### config.mk
export PLATFORM = sky130hd
export DESIGN_NAME = gpio_int_det
export DESIGN_NICKNAME = d
export VERILOG_FILES = /design/src/rtl/gpio_pkg.sv /design/src/rtl/gpio_sync_db.sv /design/src/rtl/gpio_int_det.sv
export SDC_FILE = /design/constraint.sdc
export NUM_CORES = 1
export LEC_CHECK = 0
export BUFFER_PORTS_ARGS = -buffer_cell sky130_fd_sc_hd__buf_2
export CAP_MARGIN = 30
export CORE_UTILIZATION = 48
export CTS_BUF_LIST = sky130_fd_sc_hd__clkbuf_16
export DETAILED_ROUTE_END_ITERATION = 7
export HOLD_SLACK_MARGIN = 0.05
export PLACE_DENSITY = 0.79
export SYNTH_ARGS = -nofsm -noshare
export SYNTH_HDL_FRONTEND = slang
export SYNTH_HIERARCHICAL = 1
export SYNTH_SLANG_ARGS = --single-unit
export TNS_END_PERCENT = 50
### constraint.sdc
create_clock -name clk -period 1.3 [get_ports clk]
set_input_delay 0.26 -clock clk [delete_from_list [all_inputs] [get_ports clk]]
set_output_delay 0.26 -clock clk [all_outputs]
set_load 0.05 [all_outputs]
### src/rtl/gpio_pkg.sv
// Shared constants for the GPIO interrupt detector: config bit meanings
// and the warm-up saturation value.
package gpio_pkg;

  localparam logic INT_LEVEL = 1'b0;
  localparam logic INT_EDGE  = 1'b1;
  localparam logic POL_LOW   = 1'b0;
  localparam logic POL_HIGH  = 1'b1;

  localparam logic [1:0] WARM_MAX = 2'd3;

endpackage

### src/rtl/gpio_sync_db.sv
// Per-pin 2-flop synchroniser with an optional 3-sample debounce history.
// The debounce path is built only when GPIO_DEBOUNCE_EN is defined.
module gpio_sync_db (
  input  logic clk,
  input  logic rst,
  input  logic pin,
`ifdef GPIO_DEBOUNCE_EN
  input  logic tick,
`endif
  output logic sync_val
);

  logic sync1;
  logic sync2;

  always_ff @(posedge clk or negedge rst) begin
    if (!rst) begin
      sync1 <= 1'b0;
      sync2 <= 1'b0;
    end else begin
      sync1 <= pin;
      sync2 <= sync1;
    end
  end

`ifdef GPIO_DEBOUNCE_EN
  logic [2:0] hist;

  // The filtered value only moves once three consecutive tick samples agree.
  always_ff @(posedge clk or negedge rst) begin
    if (!rst) begin
      hist     <= 3'b000;
      sync_val <= 1'b0;
    end else begin
      if (tick) begin
        hist <= {hist[1:0], sync2};
      end
      if (&hist) begin
        sync_val <= 1'b1;
      end else if (~|hist) begin
        sync_val <= 1'b0;
      end
    end
  end
`else
  assign sync_val = sync2;
`endif

endmodule

### src/rtl/gpio_int_det.sv
// GPIO interrupt detector: synchronises pins, detects level/edge events,
// keeps W1C sticky status and drives a registered IRQ. Debounce: GPIO_DEBOUNCE_EN.
module gpio_int_det
  import gpio_pkg::*;
#(
  parameter int DW     = 8,
  parameter int DB_DIV = 16
) (
  input  logic          clk,
  input  logic          rst,
  input  logic [DW-1:0] gpio_i,
  input  logic [DW-1:0] int_en_i,
  input  logic [DW-1:0] int_type_i,
  input  logic [DW-1:0] int_pol_i,
  input  logic [DW-1:0] int_both_i,
  input  logic [DW-1:0] sts_clr_i,
  output logic [DW-1:0] in_sync_o,
  output logic [DW-1:0] sts_o,
  output logic          irq_o
);

  if (DB_DIV < 2) begin : g_bad_div
    $error("gpio_int_det: DB_DIV must be at least 2");
  end

  logic [DW-1:0] sync_vec;
  logic [DW-1:0] prev;
  logic [DW-1:0] evt;
  logic [1:0]    warm;
  logic          armed;

`ifdef GPIO_DEBOUNCE_EN
  localparam int PW = (DB_DIV > 2) ? $clog2(DB_DIV) : 1;

  logic [PW-1:0] pre;
  logic          tick;
  logic          armed_q;

  assign tick = (pre == PW'(DB_DIV - 1));

  always_ff @(posedge clk or negedge rst) begin
    if (!rst) begin
      pre <= '0;
    end else begin
      pre <= tick ? '0 : pre + PW'(1);
    end
  end

  // Filtered pins settle on tick boundaries, so arming waits for one more tick.
  always_ff @(posedge clk or negedge rst) begin
    if (!rst) begin
      armed_q <= 1'b0;
    end else if ((warm == WARM_MAX) && tick) begin
      armed_q <= 1'b1;
    end
  end

  assign armed = armed_q;
`else
  assign armed = (warm == WARM_MAX);
`endif

  for (genvar i = 0; i < DW; i++) begin : g_pin
    gpio_sync_db u_sync (
      .clk      (clk),
      .rst      (rst),
      .pin      (gpio_i[i]),
`ifdef GPIO_DEBOUNCE_EN
      .tick     (tick),
`endif
      .sync_val (sync_vec[i])
    );
  end

  assign in_sync_o = sync_vec;

  always_ff @(posedge clk or negedge rst) begin
    if (!rst) begin
      warm <= 2'd0;
    end else if (warm != WARM_MAX) begin
      warm <= warm + 2'd1;
    end
  end

  always_comb begin
    evt = '0;
    for (int i = 0; i < DW; i++) begin
      logic rise;
      logic fall;
      logic edge_evt;
      logic lvl_evt;
      rise     = in_sync_o[i] & ~prev[i];
      fall     = ~in_sync_o[i] & prev[i];
      edge_evt = int_both_i[i] ? (rise | fall)
                               : ((int_pol_i[i] == POL_HIGH) ? rise : fall);
      lvl_evt  = (int_pol_i[i] == POL_HIGH) ? in_sync_o[i] : ~in_sync_o[i];
      evt[i]   = armed & int_en_i[i] &
                 ((int_type_i[i] == INT_EDGE) ? edge_evt : lvl_evt);
    end
  end

  // A new event wins over a same-cycle clear; irq trails status by one cycle.
  always_ff @(posedge clk or negedge rst) begin
    if (!rst) begin
      prev  <= '0;
      sts_o <= '0;
      irq_o <= 1'b0;
    end else begin
      prev  <= in_sync_o;
      sts_o <= (sts_o & ~sts_clr_i) | evt;
      irq_o <= |(sts_o & int_en_i);
    end
  end

endmodule

# == Yosys cells after proc, flatten, opt, wreduce, memory -nomap -nowiden ==
# Index checks and enable logic that the tools add are counted.
# classes
n_addsub,1
n_mul,0
n_div,0
n_lt_le_gt_ge,0
n_eq_ne,2
shift,0
n_mux,32
n_bitwise,60
n_reduce_logical,1
# op_table
cell,n
$and A1 B1 Y1,32
$mux W1,32
$and A8 B8 Y8,2
$not A1 Y1,16
$not A8 Y8,1
$or A1 B1 Y1,8
$or A8 B8 Y8,1
$reduce_or A8 Y1,1
$add A2 B1 Y2 const B,1
$eq A2 B2 Y1 const B,1
$ne A2 B2 Y1 const B,1
# totals
ff_bits,35
latch_bits,0
ramBits,0
romBits,0
in_bits,50
output_inout_bits,17
wordCells,116
n_memories,0

# == Longest topological paths before layout ==
# Gate-level depths: netlist of run 1.
# logic_depth
word_depth,7
depth_mapped,5
depth_no_buf,5

# == By module ==
# Netlist of run 1, hierarchy kept.
# by_module_without_submodules
module,instances,cells_each,area_each_um2,seq_area_each_um2
gpio_int_det,1,125,1291.2,475.5
gpio_sync_db,8,2,50.0,50.0

# == Worst setup path after synthesis of run 1 ==
# OpenSTA, ideal clock, no wires.
# synth_timing
path_type,register to register
from,register g_pin[3].u_sync.sync2
to,register sts_o[3]
setup_time_ps,138
arrival_ps,1368
required_time_ps,1162
path_slack_ps,-206
stages_incl_launch_ff,6
path_buffers,0
period_less_slack_ps,1506
cell_sequence,dfrtp_1 > inv_1 > ha_1 > nor2b_1 > a211oi_1 > o221ai_1
# synth_between
elab_chain_len,7
word_cells_on_any_way,10
classes_between,mux: 4; bitwise: 6
# synth_lines
item,line,source
from (decl),gpio_sync_db.sv:14,logic sync2;
from (signal assigned),gpio_sync_db.sv:22,sync2 <= sync1;
$not A1 Y1,"gpio_int_det.sv:93, gpio_int_det.sv:96",
$and A1 B1 Y1,gpio_int_det.sv:93,fall = ~in_sync_o[i] & prev[i];
$mux W1 or $or A1 B1 Y1 (tied branches),"gpio_int_det.sv:95, gpio_int_det.sv:94",
$mux W1,gpio_int_det.sv:94,edge_evt = int_both_i[i] ? (rise | fall)
$mux W1 (*),gpio_int_det.sv:98,((int_type_i[i] == INT_EDGE) ? edge_evt : lvl_evt);
$and A1 B1 Y1 (*),gpio_int_det.sv:97,evt[i] = armed & int_en_i[i] &
$or A8 B8 Y8 (*),gpio_int_det.sv:110,sts_o <= (sts_o & ~sts_clr_i) | evt;
to (signal assigned),gpio_int_det.sv:110,
to (decl),gpio_int_det.sv:18,"output logic [DW-1:0] sts_o,"
# Every way passes the cells marked *; elsewhere a longest branch is shown, timed or not.
# A chain may end at the register's enable or synchronous reset.

# == Worst setup path in the final report of run 1 ==
# layout_timing
from,register g_pin[3].u_sync.sync2
to,output port in_sync_o[3]
# layout_rtl
item,line,source
to (decl),gpio_int_det.sv:17,"output logic [DW-1:0] in_sync_o,"
# No word-level cell between the ends.

==> flow_summary.toml, run 1 <==
[critical_path]
r2r-start = "g_pin[2].u_sync/sync_val"
cp_max_fo = 5
max_stage_delay_ns = 0.41
slowest_stage = "dfrtp_2"
worstPathRequired_ns = 1.04
crit_arrival_ns = 0.96
crit_type = "reg -> out"
cp_top_family = "flip-flops"
crit_buf_inv = 1
end_kind = "output port"
crit_chain = "buf_2"
cp-start-kind = "register"
critPathLaunch = "g_pin[3].u_sync/sync_val"

[global_route]
grt_pass1_vias = 1104
grt.overflow.total = 0
grt_pass1_wl_um = 4420
antenna_found_initial = 0
grt_max_degree = 36
grt.total_usage_pct = 16.9

[drt]
drc = 0
drt-initial-drc-count = 40
wl_um = 3110
firstDrtPassIters = 4
num_vias = 1292
route.detailed.vias_per_inst = 4.91
post_drt_wl_per_cell_um = 11.8
antenna_left = 0

[finish]
area_delta_synth_final_pct = 34.9
fin_nets = 283
diodes = 0
drive_gt1_share_pct = 44.7
fillCellCount = 272

[placed_design]
port_buffers = 66
dp_slack_ns = 0.0917
dp_hpwl_um = 2390
place.gp.congestion = 0.664

[timing]
relSlewSlack_pct = 83.3
fin_worst_skew_ns = 0.00440
layout_min_cycle_time_ns = 1.22
setup_ws_ns = 0.0779
worstMarginPinSlew_ns = 0.252
hold_viol_final = 0
drv_slew = 0
tns_ns = 0
period_share_pct = 94.0
fmax_mhz = 818
setup_viol = 0

[synth]
synth_edf_count = 0
yosysWarnings = 6
seq_area_frac_synth_pct = 51.8
syn_area_um2 = 1690
synth_seq_cells = 35
synth_top_area_share_pct = 51.8
synthDistinctLibCells = 18
syn_avg_cell_area_um2 = 12.0
async_reset_ff_share_pct = 100
postSynthNetCount = 208
synthCells = 141
yosys.area.top_type = "dfrtp_1"
synth_area_leaders = "dfrtp_1, ha_1, xnor2_1"
synth_flop_cell = "dfrtp_1"

[clock_network]
cts_num_sinks = 35
htreeDepth = 2
cts_buffers = 5
clk_pin_slew_ns = 0.05
worstSkewPairLatency_ns = 0.27
clk_path_buf_depth = 2
cts_tree = "yes"
post_cts_buffers = 0
cts_root_buffer = "clkbuf_16"

[hold_path]
hold_path.class = "in -> reg"
min_from = "gpio_i[2]"

[floorplan]
num_io_pins = 67
initial_core_util_pct = 50.3
die_y_um = 61.4
die_x_um = 61.4
dieArea_um2 = 3770
rows = 21
core_um2 = 3360

[power_and_ir_drop]
ir_worst_vdd_mv = 0.860
leakagePower_uw = 0.00113
p_per_area_nw_per_um2 = 1350

[run_status]
status = "finished, final reports clean"

[run]
maxCapViolCount = 0
-- logic make-up (layout without fill, tap and decap cells) --
| family | Yosys count | in the layout | synth area share [%] |
|---|---|---|---|
| simple gates | 41 | 41 | 15.1 |
| flops | 35 | 35 | 51.8 |
| compound gates | 20 | 20 | 9.84 |
| buf+inv | 18 | 94 | 5.40 |
| fa+ha+maj | 17 | 17 | 12.6 |
| xor+xnor | 9 | 9 | 4.66 |
| mux | 1 | 1 | 0.666 |
-- worst reg2reg max path: cells and delay by family (launching register included) --
family | cells | cell delay, ns
AOI/OAI and AO/OA | 2 | 0.32
adders and majority gates | 1 | 0.18
buffers and inverters | 1 | 0.04
DFF | 1 | 0.41
and+or+nand+nor | 1 | 0.14
-- synth_stat cells (2+ instances only) --
library cell  instances
nand3_2               2
dfrtp_1              35
a211oi_1              8
xnor2_1               9
o221ai_1              7
a22oi_1               4
nand4_1               6
nand2_1               8
ha_1                 17
nand4_2               3
inv_1                16
nand2b_1              8
nor2b_1               8
nand3_1               6
-- sequential cells by signal, indices dropped and copies added, names as in the netlist --
signal / cells
warm: 2
sts_o: 8
g_pin.u_sync/sync_val: 8
g_pin.u_sync/sync1: 8
irq_o: 1
prev: 8
-- layout make-up --
type	instances	area, um^2	share of cell area (%)
timing repair buffer	70	375	16.4
tap	46	57.6	2.52
clock buffer	5	125	5.48
clock inverter	3	38.8	1.70
inverter	16	60.1	2.63
sequential	35	886	38.8
multi-input combinational	88	739	32.4
-- layer usage --
metal	global-route usage, %	vias to the layer above	share of wire, %
li1	-	645	-
met1	18.7	608	42
met2	29.5	37	52
met3	6.93	2	5.9
met4	5.71	0	0.35
met5	0	-	0
-- power breakdown --
group | internal, uW | total [uW] | switching [uW]
clock network | 892 | 1300 | 409
logic | 200 | 553 | 353
registers | 1170 | 1230 | 59.4
-- worst paths after layout --
| kind | slack, ns | depth (start not counted) | end |
|---|---|---|---|
| max | 0.08 | 1 | in_sync_o[3] |
| min | 0.09 | 1 | g_pin[2].u_sync/sync1 |
| max reg2reg | 0.09 | 5 | sts_o[2] |
| min reg2reg | 0.35 | 0 | g_pin[7].u_sync/sync_val |
| max in group asynchronous | 0.64 | 3 | g_pin[4].u_sync/sync_val |
| min in group asynchronous | 0.47 | 3 | g_pin[4].u_sync/sync1 |
-- timing repair --
action	CTS	global route
resized for setup	0	2
hold buffers	1	0
endpoints found under the setup margin	0	2
endpoints found under the hold margin	35	0
-- cells in the final DEF (no fill, tap or decap), drive strengths merged --
cell type / instances
clkbuf: 5
buf: 69
inv: 16
nand2: 8
clkinv: 2
o221ai: 8
nand3: 8
nand4: 9
nand2b: 8
a211oi: 8
mux2: 1
dfrtp: 35
xnor2: 9
bufinv: 1
dlygate4sd3: 1
ha: 17
a22oi: 4
nor2b: 8
-- metrics by stage --
stage / cells / utilization (%) / area (um^2) / total power, uW / hold slack (ns)
4_1_cts: 263 / 67.6 / 2270 / 3120 / 0.0851
3_3_place_gp: 254 / 62.4 / 2100 / 1790 / 0.233
3_5_place_dp: 254 / 62.4 / 2100 / 1800 / 0.231
6_report: 263 / 67.9 / 2280 / 3090 / 0.0891
5_1_grt: 263 / 67.9 / 2280 / 3220 / 0.0807
2_1_floorplan: 141 / - / 1710 / 1580 / -0.0356
No activity file was read; power rests on OpenSTA's default activity.
==> inputs of run 2 (changes only) <==
--- a/config.mk
+++ b/config.mk
@@ -11,7 +11,7 @@
 export CTS_BUF_LIST = sky130_fd_sc_hd__clkbuf_16
 export DETAILED_ROUTE_END_ITERATION = 7
 export HOLD_SLACK_MARGIN = 0.05
-export PLACE_DENSITY = 0.79
+export PLACE_DENSITY = 0.9
 export SYNTH_ARGS = -nofsm -noshare
 export SYNTH_HDL_FRONTEND = slang
 export SYNTH_HIERARCHICAL = 1
==> flow_summary.toml, run 2 (synthesized netlist as in run 1, its figures left out) <==
[clock_network]
cts_num_sinks = 35
cts_tree = "yes"
htreeDepth = 2
cts_buffers = 5
clk_pin_slew_ns = 0.05
clk_path_buf_depth = 2
cts_root_buffer = "clkbuf_16"
worstSkewPairLatency_ns = 0.28
post_cts_buffers = 0

[drt]
antenna_left = 0
post_drt_wl_per_cell_um = 13.2
wl_um = 3470
drc = 0
firstDrtPassIters = 6
drt-initial-drc-count = 42
num_vias = 1339
route.detailed.vias_per_inst = 5.07

[power_and_ir_drop]
p_per_area_nw_per_um2 = 1280
p_clk_share_pct = 37.9
leakagePower_uw = 0.00112
p_switching_uw = 829
combPwrFrac_pct = 19.3
internal_power_uw = 2060
p_total_uw = 2890
power_frac_seq_pct = 42.7
ir_worst_vdd_mv = 0.976
swShare_pct = 28.7

[timing]
fmax_mhz = 816
period_share_pct = 94.3
fin_worst_skew_ns = 0.00692
rsz0062_at_grt = "no"
worstMarginPinSlew_ns = 0.264
setup_viol = 0
relSlewSlack_pct = 82.5
drv_slew = 0
hold_viol_final = 0
layout_min_cycle_time_ns = 1.23

[run]
maxCapViolCount = 0

[critical_path]
cp-start-kind = "register"
r2r_end = "sts_o[6]"
crit_type = "reg -> out"
max_stage_delay_ns = 0.41
r2r-start = "g_pin[6].u_sync/sync_val"
crit_buf_inv = 1
crit_arrival_ns = 0.97
slowest_stage = "dfrtp_2"
r2r_slack_ns = 0.08
cp_top_family = "flip-flops"
r2r_cells = 5
worstPathRequired_ns = 1.04
crit_cells = 1
crit_chain = "buf_2"
end_kind = "output port"
cp_max_fo = 5

[global_route]
grt.total_usage_pct = 20.1
grt_pass1_vias = 1258
grt_pass1_wl_um = 5330
grt_max_degree = 35
grt.overflow.total = 0
antenna_found_initial = 0

[finish]
area_delta_synth_final_pct = 33.7
final_cell_mix = "buf_2, dfrtp_1, ha_1"
final_common_cell = "buf_2"
fin_nets = 284
fillCellCount = 280
diodes = 0
drive_gt1_share_pct = 44.0
fin_area_um2 = 2260

[floorplan]
die_x_um = 61.4
rows = 21
die_y_um = 61.4
core_um2 = 3360
num_io_pins = 67
dieArea_um2 = 3770
initial_core_util_pct = 50.3

[run_status]
status = "finished, final reports clean"

[hold_path]
holdPathStages = 1
holdPathEnd = "g_pin[3].u_sync/sync1"
min_from = "gpio_i[3]"
hold_path.class = "in -> reg"

[placed_design]
place.gp.congestion = 0.748
dp_hpwl_um = 2670
place_area_um2 = 2110
port_buffers = 66
[run 2: changes by cell type in the layout (fill, tap and decap cells not counted)]
| cell | change |
|---|---|
| buf_4 | +1 |
| bufinv_16 | -1 |
| clkinv_1 | +1 |
| clkinv_2 | -1 |
| inv_1 | +1 |
[run 2: stage by stage]
step	util, %	setup WS, ns	hold slack, ns	instances	setup TNS (ns)
CTS	67.0	0.0505	0.0814	264	0
detailed placement	62.6	0.0697	0.0597	255	0
finish	67.3	0.0743	0.0882	264	0
global placement	62.6	0.111	0.0585	255	0
global route	67.3	0.0203	0.0814	264	0
floorplan	-	-0.0190	-0.0356	141	-0.0523
[run 2: how the worst max path moves through the flow]
stage | start | to | slack [ns]
after CTS | g_pin[3].u_sync/sync_val | sts_o[3] | 0.05
after global routing | warm[0] | sts_o[4] | 0.02
after global placement | g_pin[0].u_sync/sync_val | sts_o[0] | 0.11
after floorplan | g_pin[3].u_sync/sync_val | sts_o[3] | -0.02
final | g_pin[7].u_sync/sync_val | in_sync_o[7] | 0.07
after detailed placement | g_pin[3].u_sync/sync_val | sts_o[3] | 0.07
[run 2: repair_timing]
item	CTS	global route
resized for setup	0	2
endpoints found under the setup margin	0	2
hold endpoints to repair	35	0
hold buffers	1	0
[run 2: layout make-up]
type	count	area, um^2	share of cell area, %
Timing Repair Buffer	71	383	16.9
Clock buffer	5	125	5.53
Sequential cell	35	886	39.2
Clock inverter	3	11.3	0.498
Tap cell	46	57.6	2.54
Multi-Input combinational cell	88	739	32.7
Inverter	16	60.1	2.65
[run 2: metal layers]
| metal | share of wire, % | vias up | global-route usage (%) |
|---|---|---|---|
| li1 | - | 647 | - |
| met1 | 40 | 647 | 23.5 |
| met5 | 0 | - | 0 |
| met3 | 6.0 | 2 | 6.51 |
| met2 | 54 | 43 | 34.9 |
| met4 | 0.12 | 0 | 6.67 |
[run 2: power groups by stage]
| stage | sequential, uW | combinational, uW | clock [uW] |
|---|---|---|---|
| finish | 1230 | 559 | 1100 |
| global route | 1240 | 602 | 1170 |
| CTS | 1230 | 562 | 1130 |
| floorplan | 1430 | 153 | 0 |
| global placement | 1250 | 542 | 0 |
| detailed placement | 1250 | 554 | 0 |
